File: src/rtl/mips_cycle_sequencer_if.sv
// Control/status bundle between the top-level buttons/switches, the phase
// sequencer and the MIPS core's count_state input.
interface mips_cycle_sequencer_if #(
  parameter int unsigned PHASE_WIDTH  = 3,
  parameter int unsigned ICOUNT_WIDTH = 16
);
  logic                    enable;
  logic                    run_mode;
  logic                    step;
  logic                    stall;
  logic                    halt_req;
  logic [PHASE_WIDTH-1:0]  last_phase;
  logic [PHASE_WIDTH-1:0]  count_state;
  logic                    phase_valid;
  logic                    instr_done;
  logic                    halted;
  logic [ICOUNT_WIDTH-1:0] instr_count;

  modport master (
    output enable, run_mode, step, stall, halt_req, last_phase,
    input  count_state, phase_valid, instr_done, halted, instr_count
  );

  modport slave (
    input  enable, run_mode, step, stall, halt_req, last_phase,
    output count_state, phase_valid, instr_done, halted, instr_count
  );
endinterface

File: src/rtl/mips_cycle_sequencer.sv
// Phase scheduler for the multicycle MIPS core: variable-length instructions,
// stall hold, free-run / single-step and halt at instruction boundaries.
module mips_cycle_sequencer #(
  parameter int unsigned PHASE_WIDTH  = 3,
  parameter int unsigned MAX_PHASE    = 6,
  parameter int unsigned ICOUNT_WIDTH = 16
) (
  input logic                   clk,
  input logic                   reset,
  mips_cycle_sequencer_if.slave io_seq
);
  localparam logic [PHASE_WIDTH-1:0] MAX_P = PHASE_WIDTH'(MAX_PHASE);
  localparam logic [PHASE_WIDTH-1:0] TWO_P = PHASE_WIDTH'(2);

  typedef enum logic {S_HALT, S_RUN} state_t;

  state_t                  r_state, w_state_nx;
  logic [PHASE_WIDTH-1:0]  r_count_state, w_count_nx;
  logic [PHASE_WIDTH-1:0]  r_last_q, w_last_nx;
  logic [ICOUNT_WIDTH-1:0] r_instr_count, w_icount_nx;
  logic                    r_step_q;
  logic                    w_step_pulse;
  logic                    w_phase_valid;
  logic                    w_final;
  logic                    w_instr_done;
  logic [PHASE_WIDTH-1:0]  w_last_clamped;

  assign w_step_pulse  = io_seq.step & ~r_step_q;
  assign w_phase_valid = (r_state == S_RUN) & io_seq.enable & ~io_seq.stall;
  // Reaching MAX_P also ends the instruction so count_state can never overrun.
  assign w_final = (r_count_state >= TWO_P) &&
                   ((r_count_state == r_last_q) || (r_count_state >= MAX_P));

  always_comb begin
    w_last_clamped = io_seq.last_phase;
    if (io_seq.last_phase < TWO_P)
      w_last_clamped = TWO_P;
    else if (io_seq.last_phase > MAX_P)
      w_last_clamped = MAX_P;
  end

  always_comb begin
    w_state_nx   = r_state;
    w_count_nx   = r_count_state;
    w_last_nx    = r_last_q;
    w_icount_nx  = r_instr_count;
    w_instr_done = 1'b0;
    unique case (r_state)
      S_HALT: begin
        w_count_nx = '0;
        if (io_seq.enable &&
            ((io_seq.run_mode && !io_seq.halt_req) || w_step_pulse))
          w_state_nx = S_RUN;
      end
      S_RUN: begin
        if (w_phase_valid) begin
          if (w_final) begin
            w_instr_done = 1'b1;
            w_count_nx   = '0;
            w_icount_nx  = r_instr_count + ICOUNT_WIDTH'(1);
            w_last_nx    = MAX_P;
            if (!io_seq.run_mode || io_seq.halt_req)
              w_state_nx = S_HALT;
          end else begin
            w_count_nx = r_count_state + PHASE_WIDTH'(1);
            if (r_count_state == PHASE_WIDTH'(1))
              w_last_nx = w_last_clamped;
          end
        end
      end
      default: w_state_nx = S_HALT;
    endcase
  end

  always_ff @(posedge clk) begin
    if (reset) begin
      r_state       <= S_HALT;
      r_count_state <= '0;
      r_last_q      <= MAX_P;
      r_instr_count <= '0;
      r_step_q      <= 1'b0;
    end else begin
      r_state       <= w_state_nx;
      r_count_state <= w_count_nx;
      r_last_q      <= w_last_nx;
      r_instr_count <= w_icount_nx;
      r_step_q      <= io_seq.step;
    end
  end

  assign io_seq.count_state = r_count_state;
  assign io_seq.phase_valid = w_phase_valid;
  assign io_seq.instr_done  = w_instr_done;
  assign io_seq.halted      = (r_state == S_HALT);
  assign io_seq.instr_count = r_instr_count;
endmodule

File: src/flat_wrapper.sv
// flat-port wrapper written by rule: the top's interface ports become plain ports
module mips_cycle_sequencer_flat 
#(
  parameter int unsigned PHASE_WIDTH  = 3,
  parameter int unsigned MAX_PHASE    = 6,
  parameter int unsigned ICOUNT_WIDTH = 16
)
  (clk, reset, io_seq_enable, io_seq_run_mode, io_seq_step, io_seq_stall, io_seq_halt_req, io_seq_last_phase, io_seq_count_state, io_seq_phase_valid, io_seq_instr_done, io_seq_halted, io_seq_instr_count);
  mips_cycle_sequencer_if #(.PHASE_WIDTH(PHASE_WIDTH), .ICOUNT_WIDTH(ICOUNT_WIDTH)) io_seq_i ();
  input logic clk;
  input logic reset;
  input wire logic [$bits(io_seq_i.enable)-1:0] io_seq_enable;
  input wire logic [$bits(io_seq_i.run_mode)-1:0] io_seq_run_mode;
  input wire logic [$bits(io_seq_i.step)-1:0] io_seq_step;
  input wire logic [$bits(io_seq_i.stall)-1:0] io_seq_stall;
  input wire logic [$bits(io_seq_i.halt_req)-1:0] io_seq_halt_req;
  input wire logic [$bits(io_seq_i.last_phase)-1:0] io_seq_last_phase;
  output wire logic [$bits(io_seq_i.count_state)-1:0] io_seq_count_state;
  output wire logic [$bits(io_seq_i.phase_valid)-1:0] io_seq_phase_valid;
  output wire logic [$bits(io_seq_i.instr_done)-1:0] io_seq_instr_done;
  output wire logic [$bits(io_seq_i.halted)-1:0] io_seq_halted;
  output wire logic [$bits(io_seq_i.instr_count)-1:0] io_seq_instr_count;
  assign io_seq_i.enable = io_seq_enable;
  assign io_seq_i.run_mode = io_seq_run_mode;
  assign io_seq_i.step = io_seq_step;
  assign io_seq_i.stall = io_seq_stall;
  assign io_seq_i.halt_req = io_seq_halt_req;
  assign io_seq_i.last_phase = io_seq_last_phase;
  assign io_seq_count_state = io_seq_i.count_state;
  assign io_seq_phase_valid = io_seq_i.phase_valid;
  assign io_seq_instr_done = io_seq_i.instr_done;
  assign io_seq_halted = io_seq_i.halted;
  assign io_seq_instr_count = io_seq_i.instr_count;
  mips_cycle_sequencer #(.PHASE_WIDTH(PHASE_WIDTH), .MAX_PHASE(MAX_PHASE), .ICOUNT_WIDTH(ICOUNT_WIDTH)) u_core (.clk(clk), .reset(reset), .io_seq(io_seq_i));
endmodule
File: config.mk
export PLATFORM = sky130hd
export DESIGN_NAME = mips_cycle_sequencer_flat
export DESIGN_NICKNAME = d
export VERILOG_FILES = /design/src/rtl/mips_cycle_sequencer_if.sv /design/src/rtl/mips_cycle_sequencer.sv /design/src/flat_wrapper.sv
export SDC_FILE = /design/constraint.sdc
export NUM_CORES = 1
export LEC_CHECK = 0
export ABC_AREA = 1
export BUFFER_PORTS_ARGS = -buffer_cell sky130_fd_sc_hd__buf_2
export CORE_MARGIN = 5
export CORE_UTILIZATION = 55
export DETAILED_ROUTE_END_ITERATION = 8
export PLACE_DENSITY = 0.92
export SYNTH_ARGS = -nofsm -noshare
export SYNTH_HDL_FRONTEND = slang
export SYNTH_SLANG_ARGS = --single-unit
File: constraint.sdc
create_clock -name clk -period 4.1 [get_ports clk]
set_clock_uncertainty 0.1 [all_clocks]
set_input_delay 1.025 -clock clk [delete_from_list [all_inputs] [get_ports clk]]
set_output_delay 1.025 -clock clk [all_outputs]
set_load 0.01 [all_outputs]
==> metrics.md <==
| Metric | Value |
|---|---|
| Metal2 WL | 1.69 mm |
| Fin crit period | 3110 ps |
| Synthesized area per cell | 6.89 sq um |
| Worst slew pin tran | 439 ps |
| Post-Syn Nets | 226 |
| Final Wtd Congestion | 0.836 |
| Max-slew violations | 0 |
| Vias in the first global route | 1298 |
| Crit-path most repeated cell | buf_2 |
| Critical path arrival | 1990 ps |
| Mux share of post-synthesis cell area | 0% |
| P&R area growth vs syn | 12.6% |
| Die area | 0.00379 sq mm |
| Endpoints failing hold | 0 |
| Type of the worst min-delay path | reg -> reg |
| Max-cap violations | 0 |
| FP Rows | 18 |
| Logic gate share of total power | 5.6% |
| Height of the die | 61.5 um |
| Vias/cell | 5.37 |
| CTS Buf Count | 3 |
| Net Sw Power | 87.6 uW |
| GRT Residual Overflow | 0 |
| RSZ-0062 raised after global routing | false |
| Peak supply drop | 0.206 mV |
| Hold buffers post-CTS | 0 |
| DRT iter0 DRCs | 88 |
| Pwr dens | 234 mW/mm^2 |
| Final core occ | 65.8% |
| Clock-pin slew on the worst setup and hold paths | 130 ps |
| Critical path type | in -> out |
| Antenna violations before repair | 0 |
| Synth Area in XOR/XNOR | 5.40% |
| Fillers | 227 |
| Nets | 257 |
| Layout cells sized above 1 | 25.6% |
| Final TNS setup | 0 ps |
| Run status | finished, final reports clean |
| DR DRC count | 0 |
| Metal3 WL | 210 um |
| Synth Register Bits | 24 |
| Initial Util | 58.4% |
| Synth area leader | dfxtp_1 |
| Cells after Synth | 212 |
| IO Count | 32 |
| Critical path, cell by cell | buf_2 -> inv_1 -> nand3_1 -> inv_2 -> nand2_4 -> inv_6 -> buf_2 |
| Largest net degree at the start of global routing | 22 |
| CTS sink cnt | 24 |
| Synth Area in Simple Gates | 34.4% |
| Crit path launch type | primary input |
| CORE AREA | 0.00250 sq mm |
| Lkg Pwr | 0.732 nW |
| Post-CTS Resized | 0 |
| Detail Placement HPWL | 2.57 mm |
| Yosys warns | 0 |
| Pre-antenna DRT Iters | 4 |
| Synth Cell Area | 0.00146 sq mm |
| Placed Area | 0.00161 sq mm |
| Critical path endpoint category | output pin |
| Area contributors post-synth | dfxtp_1 (33%), nand2_1 (15%), inv_1 (5.9%) |
| Post-Route WL | 3.37 mm |
| Clock Latency Late Sink | 320 ps |
| Slew headroom | 70.7% |
| Fin cells | 272 |
| Worst-path fanout max | 21 |
| Slowest cell on the critical path | inv_6 |
| Largest family of logic cells by synthesized area | simple AND/OR/NAND/NOR gates |
| Sw Ratio | 22.8% |
| TritonCTS clock tree | built |
| Fin area | 0.00164 sq mm |
| Cell Int Power | 297 uW |
| Final total power | 385 uW |
| Synth top area share | 32.9% |
| Htree depth | 1 |
| Complex-gate fraction of the synthesized area | 13.8% |
| Sequential-to-total area share from yosys stat | 32.9% |
| First-pass GRT wire length | 5.64 mm |
| Dpl cells | 268 |
| Gr usage total | 19.3% |
| Clock share of power | 33.0% |
| Req. time, crit path | 2970 ps |
| Top routing layer used | met4 |
| Clock buffer depth | 2 |
| DR vias | 1461 |
| I/O Buffers | 31 |
| Ant. Diodes | 0 |
| Sequential Power Share | 61.4% |
| Final period util | 76.0% |
| Postcts setup bufs | 0 |
| Worst path max stage delay | 200 ps |
| Met1 wire length | 1.44 mm |
| Max Fclk | 321 MHz |
| Routed WL per cell | 12.4 um |
| Routed Antenna Nets | 0 |
| Adder-cell area share of the yosys netlist | 3.43% |
| Final setup viols | 0 |
| Root buffer cell | clkbuf_4 |
| Unique masters post-synth | 26 |
| Die span in x | 61.5 um |
-- through the flow --
step	hold slack, ps	setup WS (ps)
floorplan	369	1400
global placement	397	1060
detailed placement	395	982
CTS	413	979
global route	442	904
finish	410	986
-- sequential cells by signal, summed over array words and instances (netlist names) --
signal,flops
u_core.r_state,1
u_core.io_seq.instr_count,16
u_core.r_step_q,1
u_core.io_seq.count_state,3
u_core.r_last_q,3
-- placed cells by master, fill, tap and decap left out, drive strengths merged --
| master | instances |
|---|---|
| ha | 4 |
| clkbuf | 4 |
| o2111ai | 2 |
| nand2 | 69 |
| nand4 | 5 |
| xor2 | 6 |
| inv | 26 |
| nor2 | 27 |
| nor3 | 1 |
| o21ai | 9 |
| o21bai | 1 |
| nand3b | 1 |
| dfxtp | 24 |
| buf | 31 |
| nand3 | 11 |
| xnor2 | 3 |
| a21oi | 18 |
-- kinds of logic after synthesis --
group                      after synthesis
DFF                                     24
xor gates and xnor gates                 9
buffers and inverters                   31
and+or+nand+nor                        114
AOI/OAI and AO/OA                       30
adders and majority gates                4
-- power groups by stage --
| stage | registers [mW] | logic (mW) | clock network [mW] |
|---|---|---|---|
| final | 0.236 | 0.0217 | 0.127 |
| after global routing | 0.237 | 0.0248 | 0.136 |
| after CTS | 0.236 | 0.0219 | 0.128 |
| after detailed placement | 0.241 | 0.0218 | 0 |
| after global placement | 0.241 | 0.0212 | 0 |
| after floorplan | 0.241 | 0.0128 | 0 |
-- Yosys cell counts --
cell / count
nor2_2: 5
buf_12: 1
ha_1: 4
buf_6: 1
nand4_1: 5
xor2_1: 6
inv_6: 1
clkbuf_1: 1
nor3_1: 1
a21oi_1: 10
nand3b_1: 1
o21ai_0: 5
inv_1: 23
o21ai_1: 4
nand2_4: 1
buf_2: 2
o21bai_4: 1
nand2_2: 9
inv_2: 2
o2111ai_1: 2
nand2_1: 59
a21oi_2: 8
nor2_1: 22
nand3_1: 11
xnor2_1: 3
dfxtp_1: 24
-- worst max-delay path: cells and delay by family --
family,cells,cell delay (ps)
buf+inv,5,640
simple gates,2,320
-- final cells by class --
class / count / area [sq um] / area share (%)
Clock buffer: 4 / 36.3 / 2.21
Inverter: 26 / 103 / 6.24
Multi-Input combinational cell: 157 / 832 / 50.6
Sequential cell: 24 / 480 / 29.2
Tap cell: 30 / 37.5 / 2.28
Timing Repair Buffer: 31 / 155 / 9.44
-- final timing paths --
path / slack [ps] / from / cells past startpoint / endpoint
setup reg to reg: 2290 / u_core.io_seq.count_state[0] / 8 / u_core.io_seq.instr_count[11]
hold reg to reg: 410 / u_core.r_last_q[0] / 2 / u_core.r_last_q[0]
setup / recovery: 990 / io_seq_stall / 7 / io_seq_instr_done
hold / removal: 410 / u_core.r_last_q[0] / 2 / u_core.r_last_q[0]
-- per-layer routing --
layer	vias up	track usage, %
li1	732	-
met1	666	24.5
met2	59	34.5
met3	4	2.94
met4	0	3.64
met5	-	0
No activity file was read; power rests on OpenSTA's default activity.
